**src/rtl/thumb_pkg.sv**
```systemverilog
// rtl/thumb_pkg.sv - shared constants for the Thumb fetch/decode datapath
package thumb_pkg;
  localparam int          ADDR_W_DEF   = 16;
  localparam logic [15:0] RESET_PC_DEF = 16'h0000;
  localparam int          HW_INC       = 2;

  // Register indices the decoder maps special operands onto
  localparam logic [3:0] REG_SP = 4'hD;
  localparam logic [3:0] REG_LR = 4'hE;
  localparam logic [3:0] REG_PC = 4'hF;
endpackage

```
**src/rtl/thumb_fetch_fifo.sv**
```systemverilog
// rtl/thumb_fetch_fifo.sv - DEPTH-entry prefetch FIFO of {pc, instr} with flush
module thumb_fetch_fifo #(
  parameter  int DEPTH = 2,
  parameter  int W     = 32,
  localparam int PTR_W = $clog2(DEPTH),
  localparam int CNT_W = $clog2(DEPTH + 1)
) (
  input  logic             clk,
  input  logic             reset,
  input  logic             push,
  input  logic [W-1:0]     push_data,
  input  logic             pop,
  input  logic             flush,
  output logic [CNT_W-1:0] count,
  output logic [W-1:0]     head
);
  logic [W-1:0]     mem [DEPTH];
  logic [PTR_W-1:0] wr_ptr;
  logic [PTR_W-1:0] rd_ptr;

  // DEPTH is a power of two, so pointers wrap on their own
  always_ff @(posedge clk) begin
    if (reset || flush) begin
      wr_ptr <= '0;
      rd_ptr <= '0;
      count  <= '0;
    end else begin
      if (push) wr_ptr <= wr_ptr + PTR_W'(1);
      if (pop)  rd_ptr <= rd_ptr + PTR_W'(1);
      count <= count + CNT_W'(push) - CNT_W'(pop);
    end
  end

  always_ff @(posedge clk) begin
    if (push && !flush && !reset) mem[wr_ptr] <= push_data;
  end

  assign head = mem[rd_ptr];
endmodule

```
**src/rtl/thumb_fetch.sv**
```systemverilog
// rtl/thumb_fetch.sv - Thumb fetch unit: PC, imem issue, prefetch FIFO, redirect flush
// Optional perf counters (fetch_cnt, bubble_cnt) under THUMB_FETCH_PERF_EN.
module thumb_fetch
  import thumb_pkg::*;
#(
  parameter int                ADDR_W   = ADDR_W_DEF,
  parameter logic [ADDR_W-1:0] RESET_PC = ADDR_W'(RESET_PC_DEF),
  parameter int                DEPTH    = 2
) (
  input  logic              clk,
  input  logic              reset,
  output logic              imem_req,
  output logic [ADDR_W-1:0] imem_addr,
  input  logic [15:0]       imem_rdata,
  output logic [15:0]       instr,
  output logic [ADDR_W-1:0] instr_pc,
  output logic              instr_valid,
  input  logic              instr_ready,
  input  logic              redirect,
  input  logic [ADDR_W-1:0] redirect_pc
`ifdef THUMB_FETCH_PERF_EN
  ,
  output logic [15:0]       fetch_cnt,
  output logic [15:0]       bubble_cnt
`endif
);
  localparam int CNT_W = $clog2(DEPTH + 1);
  localparam int ENT_W = ADDR_W + 16;

  logic [ADDR_W-1:0] fetch_pc;
  logic [ADDR_W-1:0] inflight_pc;
  logic              inflight;
  logic              kill;
  logic [CNT_W-1:0]  count;
  logic [ENT_W-1:0]  head;
  logic [CNT_W:0]    occupancy;
  logic              pop;
  logic              push;

  assign instr_valid = (count != '0);
  assign pop         = instr_valid && instr_ready;
  assign push        = inflight && !kill && !redirect;

  // Slots already promised: buffered plus in-flight, less what leaves this cycle
  assign occupancy = (CNT_W+1)'(count) + (CNT_W+1)'(inflight) - (CNT_W+1)'(pop);
  assign imem_req  = !reset && !redirect && (occupancy < (CNT_W+1)'(DEPTH));
  assign imem_addr = imem_req ? fetch_pc : '0;

  assign instr    = instr_valid ? head[15:0] : '0;
  assign instr_pc = instr_valid ? head[ENT_W-1:16] : '0;

  always_ff @(posedge clk) begin
    if (reset) begin
      fetch_pc    <= {RESET_PC[ADDR_W-1:1], 1'b0};
      inflight    <= 1'b0;
      inflight_pc <= '0;
      kill        <= 1'b0;
    end else begin
      inflight <= imem_req;
      kill     <= 1'b0;
      if (imem_req) begin
        inflight_pc <= fetch_pc;
        fetch_pc    <= fetch_pc + ADDR_W'(HW_INC);
      end
      // Redirect issues nothing; kill guards any response landing after the flush
      if (redirect) begin
        fetch_pc <= {redirect_pc[ADDR_W-1:1], 1'b0};
        kill     <= 1'b1;
      end
    end
  end

  thumb_fetch_fifo #(
    .DEPTH(DEPTH),
    .W    (ENT_W)
  ) u_fifo (
    .clk      (clk),
    .reset    (reset),
    .push     (push),
    .push_data({inflight_pc, imem_rdata}),
    .pop      (pop),
    .flush    (redirect),
    .count    (count),
    .head     (head)
  );

`ifdef THUMB_FETCH_PERF_EN
  always_ff @(posedge clk) begin
    if (reset) begin
      fetch_cnt  <= '0;
      bubble_cnt <= '0;
    end else begin
      if (pop && fetch_cnt != 16'hFFFF)           fetch_cnt  <= fetch_cnt + 16'd1;
      if (!instr_valid && bubble_cnt != 16'hFFFF) bubble_cnt <= bubble_cnt + 16'd1;
    end
  end
`endif
endmodule

```
**config.mk**
```make
export PLATFORM = sky130hd
export DESIGN_NAME = thumb_fetch
export DESIGN_NICKNAME = d
export VERILOG_FILES = /design/src/rtl/thumb_pkg.sv /design/src/rtl/thumb_fetch_fifo.sv /design/src/rtl/thumb_fetch.sv
export SDC_FILE = /design/constraint.sdc
export NUM_CORES = 1
export LEC_CHECK = 0
export CORE_ASPECT_RATIO = 1.5
export CORE_MARGIN = 1.5
export CORE_UTILIZATION = 50
export DETAILED_ROUTE_END_ITERATION = 12
export PLACE_DENSITY = 0.74
export SLEW_MARGIN = 0
export SYNTH_ARGS = -nofsm -noshare
export SYNTH_HDL_FRONTEND = slang
export SYNTH_HIERARCHICAL = 1
export SYNTH_SLANG_ARGS = --single-unit
```
**constraint.sdc**
```tcl
create_clock -name clk -period 6 [get_ports clk]
set_input_delay 0.9 -clock clk [delete_from_list [all_inputs] [get_ports clk]]
set_output_delay 0.9 -clock clk [all_outputs]
set_load 0.01 [all_outputs]
```
==> results.toml, run 1 <==
[route]
wl_um = 8290
antenna_left = 0
wire_per_inst_um = 14.8
firstDrtPassIters = 4
drc = 0
dr_total_vias = 2933
drt_iter0_drc = 132
viasPerCell = 5.25

[global_routing]
grt_overflow_total = 0
grt_use_met3_pct = 3.22
antenna_found_initial = 0
grt_pass1_vias = 2831
grt_max_degree = 43
gr-usage-met1_pct = 21.0
grt_pass1_wl_um = 13200
grtUsageMet2_pct = 31.9
grt.busiest_layer = "met2"
grt_usage_pct = 18.2

[clocking]
cts_resized = 0
path_clk_slew_ns = 0.06
cts_max_path_buffers = 2
cts_tree = "built"
ctsHtreeMaxLevel = 3
numCtsBuffers = 9
hold_buffers = 0
clock_sink_count = 101
cts_setup_buffers = 0
cts-root-buf = "clkbuf_16"
clk_latency_ns = 0.34

[layout]
drive_above_1_share_pct = 14.7
antennaDiodeCount = 0
final_common_cell = "clkdlybuf4s50_1"
syn2layout_area_growth_pct = 26.5
nNetsFinal = 485
layout_common_cells = "clkdlybuf4s50_1 (83), edfxtp_1 (64), nand2_1 (41)"

[power_and_ir_drop]
irDropWorstVdd_uv = 151
power_density_nw_per_um2 = 250
p_leak_nw = 2.08

[outcome]
status = "finished, final reports clean"

[logic_synthesis]
synth_area_leaders = "edfxtp_1 (43%), dfxtp_1 (16%), mux2_4 (10%)"
ys.flop_type = "edfxtp_1"
synthMuxAreaShare_pct = 10.5
yosys.area.top_type = "edfxtp_1"
yosys.area_share.xor_xnor_pct = 2.41
yosys_warnings = 6
yosysSeqAreaShare_pct = 58.9
syn_area_per_cell_sq_um = 12.5
synth_cells = 361
yosys.area_share.simple_pct = 14.5
synth_top_family_by_area = "simple AND/OR/NAND/NOR gates"
ys_ff_latch = 101
synth-compound-area-share_pct = 6.59
synth_top_area_share_pct = 42.5
synth_cell_type_count = 53
async_flop_share_pct = 0
synthesis.area_sq_um = 4520
synthAdderAreaFrac_pct = 1.55
synth-edff-count = 64

[sta]
min_period_ns = 5.14
relSlewSlack_pct = 24.9
fin_skew_ns = 0.00538
setup_viol = 0
worstMarginPinSlew_ns = 1.12
fin_setup_tns_ns = 0
hold_slack_ns = 0.457
slew_violations = 0
hold_viol_final = 0
fmax_mhz = 194
finalCritPeriodShare_pct = 85.7
rsz0062_at_grt = "false"

[critical_path]
crit_required_ns = 5.10
worstPathArrival_ns = 4.24
worst-path-max-fanout = 13
crit_chain = "clkdlybuf4s50_1 > nor2b_1 > ha_1 > nand2b_1 > fa_1 > nor3b_4 > nand2_2 > inv_1 > buf_4 > nand2_1 > inv_1 > clkdlybuf4s50_1"
worstSetupStartpointType = "primary input"
crit_buf_inv = 5
setup.worst_path.start = "instr_ready"
critPathKind = "in -> out"
cp_slowest_stage_delay_ns = 0.55
path_delay_family = "buffers and inverters"
cp_slowest_cell = "fa_1"
r2r-start = "u_fifo/count[1]"
end_kind = "primary output"

[die]
start_util_pct = 51.2
rows = 42
die_y_um = 119
dieArea_sq_um = 9630
fp.coreArea_sq_um = 8830
die_w_um = 80.6
ioPinCount = 86

[placement]
port_buffers = 83
routabilityCongestion = 0.882
place_hpwl_um = 5750

[worst_hold_path]
hp-class = "reg -> reg"
min-delay-start = "inflight_pc[5]"

[job]
timing.max_cap.violations = 0
-- worst register-to-register path: cells and delay by family (launching register included) --
kind                       cells  cell delay [ns]
and+or+nand+nor                6             1.34
buffers and inverters          1             0.26
DFF                            1             0.48
adders and majority gates      2             0.83
AOI/OAI and AO/OA              1             0.19
-- kinds of logic (layout without fill, tap and decap cells) --
logic type	after synthesis	count (layout)
muxes	32	32
buffers and inverters	46	132
xor gates and xnor gates	10	10
and+or+nand+nor	120	120
DFF	101	101
other	1	3
AOI/OAI and AO/OA	46	46
adders and majority gates	5	5
-- per-stage QoR --
| step | worst slack, ns | area, sq um | power (mW) | instances | utilization [%] |
|---|---|---|---|---|---|
| finish | 0.859 | 5720 | 1.43 | 559 | 64.8 |
| global route | 0.659 | 5720 | 1.47 | 559 | 64.8 |
| CTS | 0.834 | 5720 | 1.44 | 559 | 64.8 |
| detailed placement | 0.866 | 5420 | 0.887 | 543 | 61.4 |
| global placement | 0.866 | 5420 | 0.884 | 543 | 61.4 |
| floorplan | 0.620 | 4530 | 0.833 | 363 | - |
-- final cells by class --
type / count / area (sq um)
Clock buffer: 12 / 268
Fill cell: 690 / 3110
Sequential cell: 101 / 2660
Clock inverter: 4 / 27.5
Timing Repair Buffer: 90 / 896
Inverter: 26 / 97.6
Tap cell: 110 / 138
Multi-Input combinational cell: 216 / 1630
-- synth_stat cells, drive strengths merged (2+ instances only) --
library cell / count
xnor2: 9
and2: 2
nor3: 8
clkbuf: 8
or3: 2
a31oi: 7
o22ai: 2
nand4: 5
a21oi: 20
nor3b: 2
mux2: 32
nand3: 6
o211ai: 3
edfxtp: 64
buf: 12
nand2: 42
o31a: 2
nor2b: 34
or4: 2
dfxtp: 37
nand4b: 3
o221ai: 3
and3: 3
nor4: 2
nor2: 6
ha: 4
a211oi: 2
inv: 26
-- registers in the layout (all words and copies together) (netlist names), named ones only --
register       count
u_fifo/mem        64
fetch_pc          15
inflight_pc       15
u_fifo/count       2
inflight           1
kill               1
u_fifo/rd_ptr      1
u_fifo/wr_ptr      1
-- worst paths after layout --
check	to	depth (start not counted)	slack (ns)
setup / recovery	imem_addr[5]	12	0.86
hold / removal	u_fifo/mem[0][21]	0	0.46
setup reg to reg	fetch_pc[8]	10	2.83
hold reg to reg	u_fifo/mem[0][21]	0	0.46
-- report_power, final --
group	total [mW]	leakage, nW	internal, mW	switching, mW
clock network	0.554	0.145	0.319	0.236
registers	0.765	0.896	0.750	0.0152
logic	0.107	1.04	0.0573	0.0498
total	1.43	2.08	1.13	0.301
-- per-layer routing --
metal / part of all wire (%) / vias to the layer above
met3: 5.0 / 16
met1: 40 / 1379
met2: 53 / 91
li1: - / 1447
met5: 0 / -
met4: 2.2 / 0
No activity file was read; power rests on OpenSTA's default activity.
==> inputs of run 2 (changes only) <==
- CORE_UTILIZATION: 50 -> 52
- CTS_CLUSTER_SIZE: not set -> 25
- PLACE_DENSITY: 0.74 -> 0.77
==> results.toml, run 2 (synthesis results as in run 1) <==
[layout]
top_regs = "u_fifo/mem: 64 flops, fetch_pc: 15 flops, inflight_pc: 15 flops"
regMostFlops = "u_fifo/mem"
drive_above_1_share_pct = 14.1
fin_util_pct = 67.6
stdcell_area_sq_um = 5690
final_common_cell = "clkdlybuf4s50_1"
largest_reg_flops = 64
num-fill-cells = 627
layout_common_cells = "clkdlybuf4s50_1 (83), edfxtp_1 (64), nand2_1 (41)"
antennaDiodeCount = 0
nNetsFinal = 484
syn2layout_area_growth_pct = 25.9

[route]
drt_iter0_drc = 115
antenna_left = 0
viasPerCell = 5.31
wire_per_inst_um = 14.5
dr_total_vias = 2948
firstDrtPassIters = 4
wl_um = 8040
drc = 0

[die]
fp.coreArea_sq_um = 8410
rows = 41
die_w_um = 79.1
ioPinCount = 86
dieArea_sq_um = 9270
start_util_pct = 53.7
die_y_um = 117

[sta]
worstMarginPinSlew_ns = 1.05
fin_setup_tns_ns = 0
min_period_ns = 5.27
rsz0062_at_grt = "false"
slew_violations = 0
relSlewSlack_pct = 30.0
setup_viol = 0
hold_viol_final = 0
fin_skew_ns = 0.00712
setup_slack_ns = 0.727
fmax_mhz = 190
hold_slack_ns = 0.455
finalCritPeriodShare_pct = 87.9

[clocking]
ctsHtreeMaxLevel = 3
cts_resized = 0
clk_latency_ns = 0.33
hold_buffers = 0
cts-root-buf = "clkbuf_16"
numCtsBuffers = 9
clock_sink_count = 101
path_clk_slew_ns = 0.06
cts_setup_buffers = 0
cts_tree = "built"
cts_max_path_buffers = 2

[placement]
placedInstanceArea_sq_um = 5400
routabilityCongestion = 0.903
port_buffers = 83
dp_slack_ns = 0.753
place_hpwl_um = 5470

[critical_path]
path_delay_family = "buffers and inverters"
crit_chain = "clkdlybuf4s50_1 > nor2b_1 > ha_1 > nand2b_1 > fa_1 > nor3b_4 > nand2_2 > inv_1 > nand2_1 > inv_1 > clkdlybuf4s50_1"
cp_slowest_cell = "fa_1"
crit_buf_inv = 4
crit_required_ns = 5.10
end_kind = "primary output"
cp_slowest_stage_delay_ns = 0.55
worstSetupStartpointType = "primary input"
worstPathArrival_ns = 4.37
critPathKind = "in -> out"
worst-path-max-fanout = 22

[outcome]
status = "finished, final reports clean"

[global_routing]
grt_pass1_wl_um = 12700
grt_overflow_total = 0
grt_pass1_vias = 2740
antenna_found_initial = 0
grt_usage_pct = 17.8
grt_max_degree = 44

[worst_hold_path]
hp-class = "reg -> reg"

[power_and_ir_drop]
irDropWorstVdd_uv = 190
p_leak_nw = 2.06
power_density_nw_per_um2 = 250

[job]
timing.max_cap.violations = 0
-- run 2: changes by cell type in the layout (fill, tap and decap cells not counted), sizes merged --
cell / before / now
clkinv: 1 / 5
buf: 7 / 6
bufinv: 0 / 1
clkbuf: 12 / 9
inv: 28 / 26
-- run 2: worst paths after layout --
kind                                       from           endpoint  slack (ns)  depth (start not counted)
worst min register to register   inflight_pc[9]  u_fifo/mem[0][25]        0.45                          0
worst max register to register  u_fifo/count[1]        fetch_pc[8]        2.54                         11
worst max-delay path                instr_ready       imem_addr[7]        0.73                         11
worst min-delay path             inflight_pc[9]  u_fifo/mem[0][25]        0.45                          0
-- run 2: area by class of cell --
type | count | area, sq um | area share [%]
clock inverter | 7 | 66.3 | 1.17
tap | 107 | 134 | 2.35
inverter | 26 | 97.6 | 1.72
sequential | 101 | 2660 | 46.8
clock buffer | 9 | 225 | 3.96
timing repair buffer | 89 | 876 | 15.4
multi-input combinational | 216 | 1630 | 28.6
-- run 2: through the flow --
step / power (mW) / instances
6_report: 1.42 / 555
5_1_grt: 1.47 / 555
2_1_floorplan: 0.833 / 363
3_5_place_dp: 0.885 / 539
4_1_cts: 1.43 / 555
3_3_place_gp: 0.882 / 539
-- run 2: power by group --
group,switching (mW),total [mW],leakage (nW),internal [mW]
sequential,0.0154,0.765,0.896,0.750
combinational,0.0488,0.105,1.03,0.0564
clock,0.231,0.551,0.138,0.320
-- run 2: layer usage --
metal  routed length, um  GRT usage [%]  vias up
li1                    -              -     1445
met1                3260           20.8     1400
met2                4270           31.9       93
met3                 377           4.11       10
met4                 137           6.55        0
met5                   0              0        -
